`src/rtl/stage_f_pkg.sv`:
```
// stage_f_pkg: shared fetch-stage types, FSM state encodings and reset defaults
package stage_f_pkg;
  typedef logic [0:0] fetch_state_t;
  localparam fetch_state_t FETCH = 1'b0;
  localparam fetch_state_t DRAIN = 1'b1;
  typedef struct packed {
    logic [31:0] pc;
    logic [31:0] instr;
  } fetch_entry_t;
  localparam logic [31:0] RESET_PC_DEFAULT = 32'h0000_0000;
endpackage

```
`src/rtl/stage_f_fifo.sv`:
```
// fetch_fifo: DEPTH-entry circular prefetch buffer with push/pop/clear and occupancy count
module fetch_fifo
  import stage_f_pkg::*;
#(
  parameter int DEPTH = 2
) (
  input  logic         clk,
  input  logic         rst,
  input  logic         clear,
  input  logic         push,
  input  logic         pop,
  input  fetch_entry_t wdata,
  output fetch_entry_t head,
  output logic [2:0]   count
);
  localparam int PW = (DEPTH > 2) ? 2 : 1;
  fetch_entry_t mem [DEPTH];
  logic [PW-1:0] rd_ptr, wr_ptr;
  logic do_push, do_pop;
  function automatic logic [PW-1:0] nxt(input logic [PW-1:0] p);
    return (p == PW'(DEPTH - 1)) ? '0 : p + 1'b1;
  endfunction
  assign do_pop  = pop & (count != 3'd0);
  assign do_push = push & (count != 3'(DEPTH));
  assign head    = mem[rd_ptr];
  always_ff @(posedge clk or negedge rst)
    if (!rst) begin
      rd_ptr <= '0;
      wr_ptr <= '0;
      count  <= '0;
    end else if (clear) begin
      rd_ptr <= '0;
      wr_ptr <= '0;
      count  <= '0;
    end else begin
      if (do_push) wr_ptr <= nxt(wr_ptr);
      if (do_pop) rd_ptr <= nxt(rd_ptr);
      count <= count + 3'(do_push) - 3'(do_pop);
    end
  always_ff @(posedge clk)
    if (do_push && !clear) mem[wr_ptr] <= wdata;
endmodule

```
`src/rtl/stage_f.sv`:
```
// stage_f: credit-based instruction fetch stage with prefetch buffer and redirect drain
module stage_f
  import stage_f_pkg::*;
#(
  parameter logic [31:0] RESET_PC = RESET_PC_DEFAULT,
  parameter int          DEPTH    = 2
) (
  input  logic        clk,
  input  logic        rst,
  input  logic        StallF,
  input  logic        RedirectE,
  input  logic [31:0] TargetE,
  output logic        imem_req,
  output logic [31:0] imem_addr,
  input  logic        imem_gnt,
  input  logic        imem_rvalid,
  input  logic [31:0] imem_rdata,
  output logic [31:0] RDD,
  output logic [31:0] PCF,
  output logic [31:0] PCPlus4F,
  output logic        InstrValidF
);
  fetch_state_t state;
  logic [31:0] nextpc;
  logic [2:0] outstanding, discard, count, inflight_n;
  logic grant, rsp, push, pop;
  fetch_entry_t head, rsp_entry;
  assign grant      = imem_req & imem_gnt;
  assign rsp        = imem_rvalid & (outstanding != 3'd0);
  assign imem_req   = rst & (state == FETCH) & ((count + outstanding) < 3'(DEPTH));
  assign imem_addr  = nextpc;
  assign push       = rsp & (state == FETCH) & ~RedirectE;
  assign pop        = InstrValidF & ~StallF & ~RedirectE;
  assign inflight_n = outstanding + 3'(grant) - 3'(rsp);
  // responses are in order, so the oldest in-flight request sits 4*outstanding behind nextpc
  assign rsp_entry  = '{pc: nextpc - (32'(outstanding) << 2), instr: imem_rdata};
  always_ff @(posedge clk or negedge rst)
    if (!rst) begin
      state       <= FETCH;
      nextpc      <= RESET_PC;
      outstanding <= '0;
      discard     <= '0;
    end else begin
      outstanding <= inflight_n;
      if (RedirectE) begin
        nextpc  <= {TargetE[31:2], 2'b00};
        discard <= inflight_n;
        state   <= (inflight_n != 3'd0) ? DRAIN : FETCH;
      end else begin
        if (grant) nextpc <= nextpc + 32'd4;
        if (state == DRAIN) begin
          discard <= discard - 3'(rsp);
          if (discard == 3'(rsp)) state <= FETCH;
        end
      end
    end
  fetch_fifo #(.DEPTH(DEPTH)) u_fifo (
    .clk  (clk),
    .rst  (rst),
    .clear(RedirectE),
    .push (push),
    .pop  (pop),
    .wdata(rsp_entry),
    .head (head),
    .count(count)
  );
  assign InstrValidF = (count != 3'd0);
  assign RDD         = InstrValidF ? head.instr : '0;
  assign PCF         = InstrValidF ? head.pc : '0;
  assign PCPlus4F    = InstrValidF ? head.pc + 32'd4 : '0;
endmodule

```
`config.mk`:
```
export PLATFORM = sky130hd
export DESIGN_NAME = stage_f
export DESIGN_NICKNAME = d
export VERILOG_FILES = /design/src/rtl/stage_f_pkg.sv /design/src/rtl/stage_f_fifo.sv /design/src/rtl/stage_f.sv
export SDC_FILE = /design/constraint.sdc
export NUM_CORES = 1
export LEC_CHECK = 0
export CORE_AREA = 2 2 133 135
export CTS_CLUSTER_SIZE = 25
export DETAILED_ROUTE_END_ITERATION = 10
export DIE_AREA = 0 0 135 137
export GPL_TIMING_DRIVEN = 0
export PLACE_DENSITY_LB_ADDON = 0.2
export SKIP_LAST_GASP = 1
export SYNTH_ARGS = -nofsm -noshare
export SYNTH_HDL_FRONTEND = slang
export SYNTH_SLANG_ARGS = --single-unit
```
`constraint.sdc`:
```
create_clock -name clk -period 12.5 [get_ports clk]
set_input_delay 1.875 -clock clk [delete_from_list [all_inputs] [get_ports clk]]
set_output_delay 1.875 -clock clk [all_outputs]
set_load 0.005 [all_outputs]
```
# --- After elaboration in Yosys (flattened, before gate mapping) ---
# Memory sizes are Yosys's and may differ from the RTL's.
# Cells that the tools add are included.
totals:
  mem_bits_rw: 128
  inputBits: 70
  elab_cells: 64
  output_inout_bits: 130
  mem_count: 1
  reg_bits: 44
memory_table:
  columns: ["memory", "depth", "word_bits", "read_ports", "rd_ports_with_merged_regs", "write_ports", "line_no", "source"]
  rows:
  - ["u_fifo.mem", 2, 64, 1, 0, 1, "stage_f_fifo.sv:17", "fetch_entry_t mem [DEPTH];"]
op_classes:
  bitwise_logic: 13
  reduce_logical: 9
  n_addsub: 11
  n_eq_ne: 2
  n_lt_le_gt_ge: 1
  muxes: 20
op_table:
  columns: ["op", "n"]
  rows:
  - ["two-way mux 32 bit", 5]
  - ["adder 32 x 3 -> 32 bit, second input constant", 2]
  - ["subtractor 32 x 5 -> 32 bit", 1]
  - ["two-way mux 1 bit", 12]
  - ["AND 1 bit", 10]
  - ["two-way mux 3 bit", 3]
  - ["nonzero test 3 bit", 3]
  - ["subtractor 3 x 1 -> 3 bit", 3]
  - ["nonzero test 2 bit", 4]
  - ["adder 3 x 1 -> 3 bit", 2]
  - ["adder 3 bit", 1]
  - ["equality test 3 x 1 -> 1 bit", 1]
  - ["less-than comparator 3 x 2 -> 1 bit, second input constant", 1]
  - ["inequality test 3 x 2 -> 1 bit, second input constant", 1]
  - ["NOT 1 bit", 3]
  - ["adder 1 bit, second input constant", 2]
  - ["logical AND 1 bit", 1]
  - ["zero test 1 bit", 1]

# --- Longest topological paths before layout ---
logic_depth:
  depth_word: 9
  depth_mapped: 15
  depth_no_buf: 14

# --- Modules after synthesis ---
# Synthesis repeated with hierarchy kept, for this count alone.
hier_totals:
  cells_unflattened: 744
  hier_area_um2: 8853.5
modules_own_cells:
  columns: ["module", "seq_area_each_um2", "cells_per_inst", "area_per_inst_um2", "n_inst"]
  rows:
  - ["fetch_fifo", 3968.8, 224, 4931.0, 1]
  - ["stage_f", 925.9, 520, 3922.5, 1]

# --- Worst setup path after synthesis ---
# No wires, ideal clock.
synth_path:
  kind: "input -> register"
  start: "input port RedirectE"
  end: "memory u_fifo.mem[0][0] in the netlist's numbering, enable pin"
  n_path_buf: 1
  stages: 3
  setup_ps: 490
  path_slack_ps: 6403
  arrival_ps: 5607
  required_time_ps: 12010
  cell_sequence: "clkbuf_1 a2111oi_0 nor2b_1"
synth_between:
  elab_chain_len: 6
  elab_cells_between_ends: 7
  cone_classes: "2 x mux; 3 x bitwise; 2 x reduce/logical"
synth_lines:
  columns: ["element", "line_no", "source"]
  rows:
  - ["from (decl)", "stage_f.sv:11", "input logic RedirectE,"]
  - ["NOT 1 bit", "stage_f.sv:32", "assign push = rsp & (state == FETCH) & ~RedirectE;"]
  - ["AND 1 bit", "stage_f.sv:32", null]
  - ["AND 1 bit", "stage_f_fifo.sv:24", "assign do_push = push & (count != 3'(DEPTH));"]
  - ["logical AND 1 bit (*)", "stage_f_fifo.sv:41", "if (do_push && !clear) mem[wr_ptr] <= wdata;"]
  - ["two-way mux 1 bit (*)", "stage_f_fifo.sv:41", null]
  - ["two-way mux 1 bit (implied by the code) (*)", "stage_f_fifo.sv:41", null]
  - ["to (decl)", "stage_f_fifo.sv:17", null]
# Every way passes the cells marked *; elsewhere a longest branch is shown, timed or not.

# --- Worst setup path after layout ---
layout_path:
  start: "register u_fifo.rd_ptr"
  end: "output port PCPlus4F[26]"
layout_between:
  elab_chain_len: 3
layout_lines:
  columns: ["element", "line_no", "source"]
  rows:
  - ["from (decl)", "stage_f_fifo.sv:18", "logic [PW-1:0] rd_ptr, wr_ptr;"]
  - ["from (signal assigned)", "stage_f_fifo.sv:37", "if (do_pop) rd_ptr <= nxt(rd_ptr);"]
  - ["memory read (2 x 64 bit)", null, null]
  - ["adder 32 x 3 -> 32 bit", "stage_f.sv:70", "assign PCPlus4F = InstrValidF ? head.pc + 32'd4 : '0;"]
  - ["two-way mux 32 bit", "stage_f.sv:70", null]
  - ["to (decl)", "stage_f.sv:20", "output logic [31:0] PCPlus4F,"]
# No other way between the ends.

==> summary.md <==
| Metric | Value |
|---|---|
| Post-synth top cells | 124 x edfxtp_1, 101 x nor2_1, 71 x nand2_1, 57 x mux2i_1, 49 x xnor2_1 |
| Slowest CP cell | clkdlybuf4s50_1 |
| Share of layout cells above drive strength 1 | 6.49% |
| Die area | 0.0185 mm2 |
| Crit Path Category | flip-flop to output pin |
| Root Driver | clkbuf_16 |
| P_leak | 4.06 nW |
| Synth cell types | 58 |
| 1st-iter DRT viols | 513 |
| Register area | 0.00477 mm2 |
| Dpl cells | 1225 |
| Relative slew slack | 19.7% |
| Reg clk slew, reported paths | approximately 0.07 ns |
| Detail Placement HPWL | 16500 um |
| Die height | 137 um |
| Mapped cell area | just under 0.009 mm2 |
| Async S/R FF share, synth | between 20% and 30% |
| VDD IR max | 0.000115 V |
| R2R Setup Slk | 8.82 ns |
| Filler instances | between 1000 and 1500 |
| RSZ-0062 raised after global routing | false |
| # Post-CTS Setup Buffers | 0 |
| Layout area overhead | 32.6% |
| Endpoint, Worst Hold | discard[1] |
| Via count | 6936 |
| PwrDens | approximately 190 mW/mm2 |
| Area of the multi-input gates | 0.00367 mm2 |
| Top-count cell post-synth | edfxtp_1 |
| ANT nets after route | 0 |
| CTS Buf Count | 17 |
| Path depth of the worst reg2reg path | 12 |
| Final hold violations | 0 |
| CP peak stage delay | between 0.5 and 0.6 ns |
| Non-filler cells, final | around 1300 |
| Minimum clock period | 6.48 ns |
| Worst r2r src | u_fifo.count[2] |
| GR Overflow Total | 0 |
| H-tree depth | 4 |
| Slew Limit Fails | 0 |
| ANT cells | 0 |
| Outcome | finished, final reports clean |
| Period utilisation layout | slightly above 50% |
| Max Cap Violations | 0 |
| Worst-path fanout max | 10 |
| Initial antenna violation count | 0 |
| R2R Path End | u_fifo.count[2] |
| Core area | 0.0171 mm2 |
| Slew @ Worst Pin | 1.17 ns |
| Worst Path Buf+Inv | 7 |
| Final WL | 22100 um |
| Top post-synthesis cells by area | edfxtp_1 43%, dfrtp_1 12%, mux2i_1 6.5%, xnor2_1 4.9%, nor2_1 4.3% |
| CTS sink count | 166 |
| FP Rows | 48 |
| Worst path cell trace | buf_2 -> buf_2 -> buf_2 -> buf_2 -> buf_2 -> mux2_2 -> ha_1 -> inv_1 -> a211oi_1 -> nand3_1 -> o21a_1 -> nor3_1 -> clkdlybuf4s50_1 |
| CP required | 10.62 ns |
| WHS Path Cells | 2 |
| Gr usage total | 24.5% |
| Startpoint types | flip-flop |
| Top cell by count, worst path | buf_2 |
| Gpl congestion | 0.876 |
| Final nets | ~1100 |
| Worst setup EP type | output pin |
| Fmax | 154 MHz |
| Leading area contributor after synthesis | edfxtp_1 |
| Chip width | 135 um |
| WL/cell | 17.6 um |
| Flops & latches, synth | 166 |
| DR vias/cell | 5.52 |
| First-pass GRT wire length | 34600 um |
| DR pass1 iterations | 5 |
| Final setup fails | 0 |
| Hold Crit Class | flip-flop to flip-flop |
| Seq/Total Area, Yosys | 54.5% |
| Port Buffers | 190 |
| Setup TNS | 0 ns |
| Largest net degree at the start of global routing | 63 |
| Initial Util | 51.3% |
| Yosys Warn Count | 0 |
| Critical Path Start | u_fifo.rd_ptr |
| CTS tree | yes |
| Clock Latency Late Sink | about 0.42 ns |
| Main synth FF type | edfxtp_1 |
| Post-synth top area share | 42.5% |
| EDFF count, synth | between 100 and 150 |
| Vias in the first global route | 6707 |
| Post-CTS sizing | 0 |
| IO Pins | 200 |
| Hold_buf cts | 0 |
| Max Buffers Root-to-Sink | 2 |
| Min-delay src | discard[1] |
| Gate Count Post-Synth | 803 |
| Syn avg cell area | 10.9 um2 |
| Clk_skew | about 0.0085 ns |
| WP depth | 13 |
| Critical path's top delay family | buffers and inverters |
| Residual DRC | 0 |
| Crit path DAT | about 4.6 ns |
tightest hold or removal path, delay by kind of cell (launching register included):
kind            cells  cell delay (ns)
compound gates      2             0.16
flops               1             0.38
cell usage in the layout, fill, tap and decap left out, types with 25 or more instances in the layout:
| master | instances |
|---|---|
| xnor2_1 | 49 |
| nand2_1 | 71 |
| clkdlybuf4s50_1 | 189 |
| dfrtp_1 | 42 |
| mux2i_1 | 57 |
| inv_1 | 25 |
| edfxtp_1 | 124 |
| nor2_1 | 101 |
| o21ai_0 | 41 |
| clkbuf_1 | 34 |
| nand3_1 | 26 |
layer usage:
metal	GRT usage, %	wire [um]	up-vias
met5	0	0	-
met4	8.33	386	0
met3	5.00	1720	28
met2	41.0	10600	308
met1	32.1	9420	3271
li1	-	-	3329
through the flow:
| stage | power, W | utilization, % | setup WS, ns | area (um2) | hold slack (ns) |
|---|---|---|---|---|---|
| final | 0.00225 | 68.1 | 6.02 | 11600 | 0.572 |
| after global routing | 0.00238 | 68.1 | 5.73 | 11600 | 0.626 |
| after CTS | 0.00226 | 68.1 | 6.01 | 11600 | 0.574 |
| after detailed placement | 0.00173 | 64.5 | 6.46 | 11000 | 0.561 |
| after global placement | 0.00171 | 64.3 | 4.43 | 11000 | 0.541 |
| after floorplan | 0.00121 | - | 6.40 | 8780 | 0.503 |
how the worst max path moves through the flow:
stage | end | slack (ns)
6_report | PCPlus4F[26] | 6.02
5_1_grt | PCPlus4F[26] | 5.73
4_1_cts | PCPlus4F[26] | 6.01
3_5_place_dp | PCPlus4F[26] | 6.46
3_3_place_gp | u_fifo.mem[0][31] | 4.43
2_1_floorplan | u_fifo.mem[0][0] | 6.40
layout make-up:
cell class                 instances  area share [%]
sequential                       166            41.1
tap                              225            2.43
clock buffer                      17            3.66
multi-input combinational        564            31.6
buffer                            52            2.05
inverter                          26           0.862
timing repair buffer             192            16.7
clock inverter                    15            1.54
flip-flops by register name, indices dropped and copies added (netlist names):
name,flops
outstanding,3
u_fifo.mem,124
u_fifo.count,3
u_fifo.rd_ptr,1
discard,3
imem_addr,30
state,1
u_fifo.wr_ptr,1
report_power, final:
part           total, W  internal (W)  switching, W
Combinational  0.000998      0.000498      0.000500
Clock          0.000530      0.000315      0.000215
Sequential     0.000718      0.000671     0.0000473
cells by family (layout without fill, tap and decap cells):
family / after synthesis / in the layout / synth area share, %
simple gates: 313 / 313 / 17.5
other cells: 1 / 6 / 0.0428
mux: 63 / 63 / 7.29
buf+inv: 78 / 302 / 3.86
compound gates: 98 / 98 / 7.24
xor+xnor: 69 / 69 / 7.09
fa+ha+maj: 15 / 15 / 2.49
flops: 166 / 166 / 54.5
(Power assumes the default switching activity.)
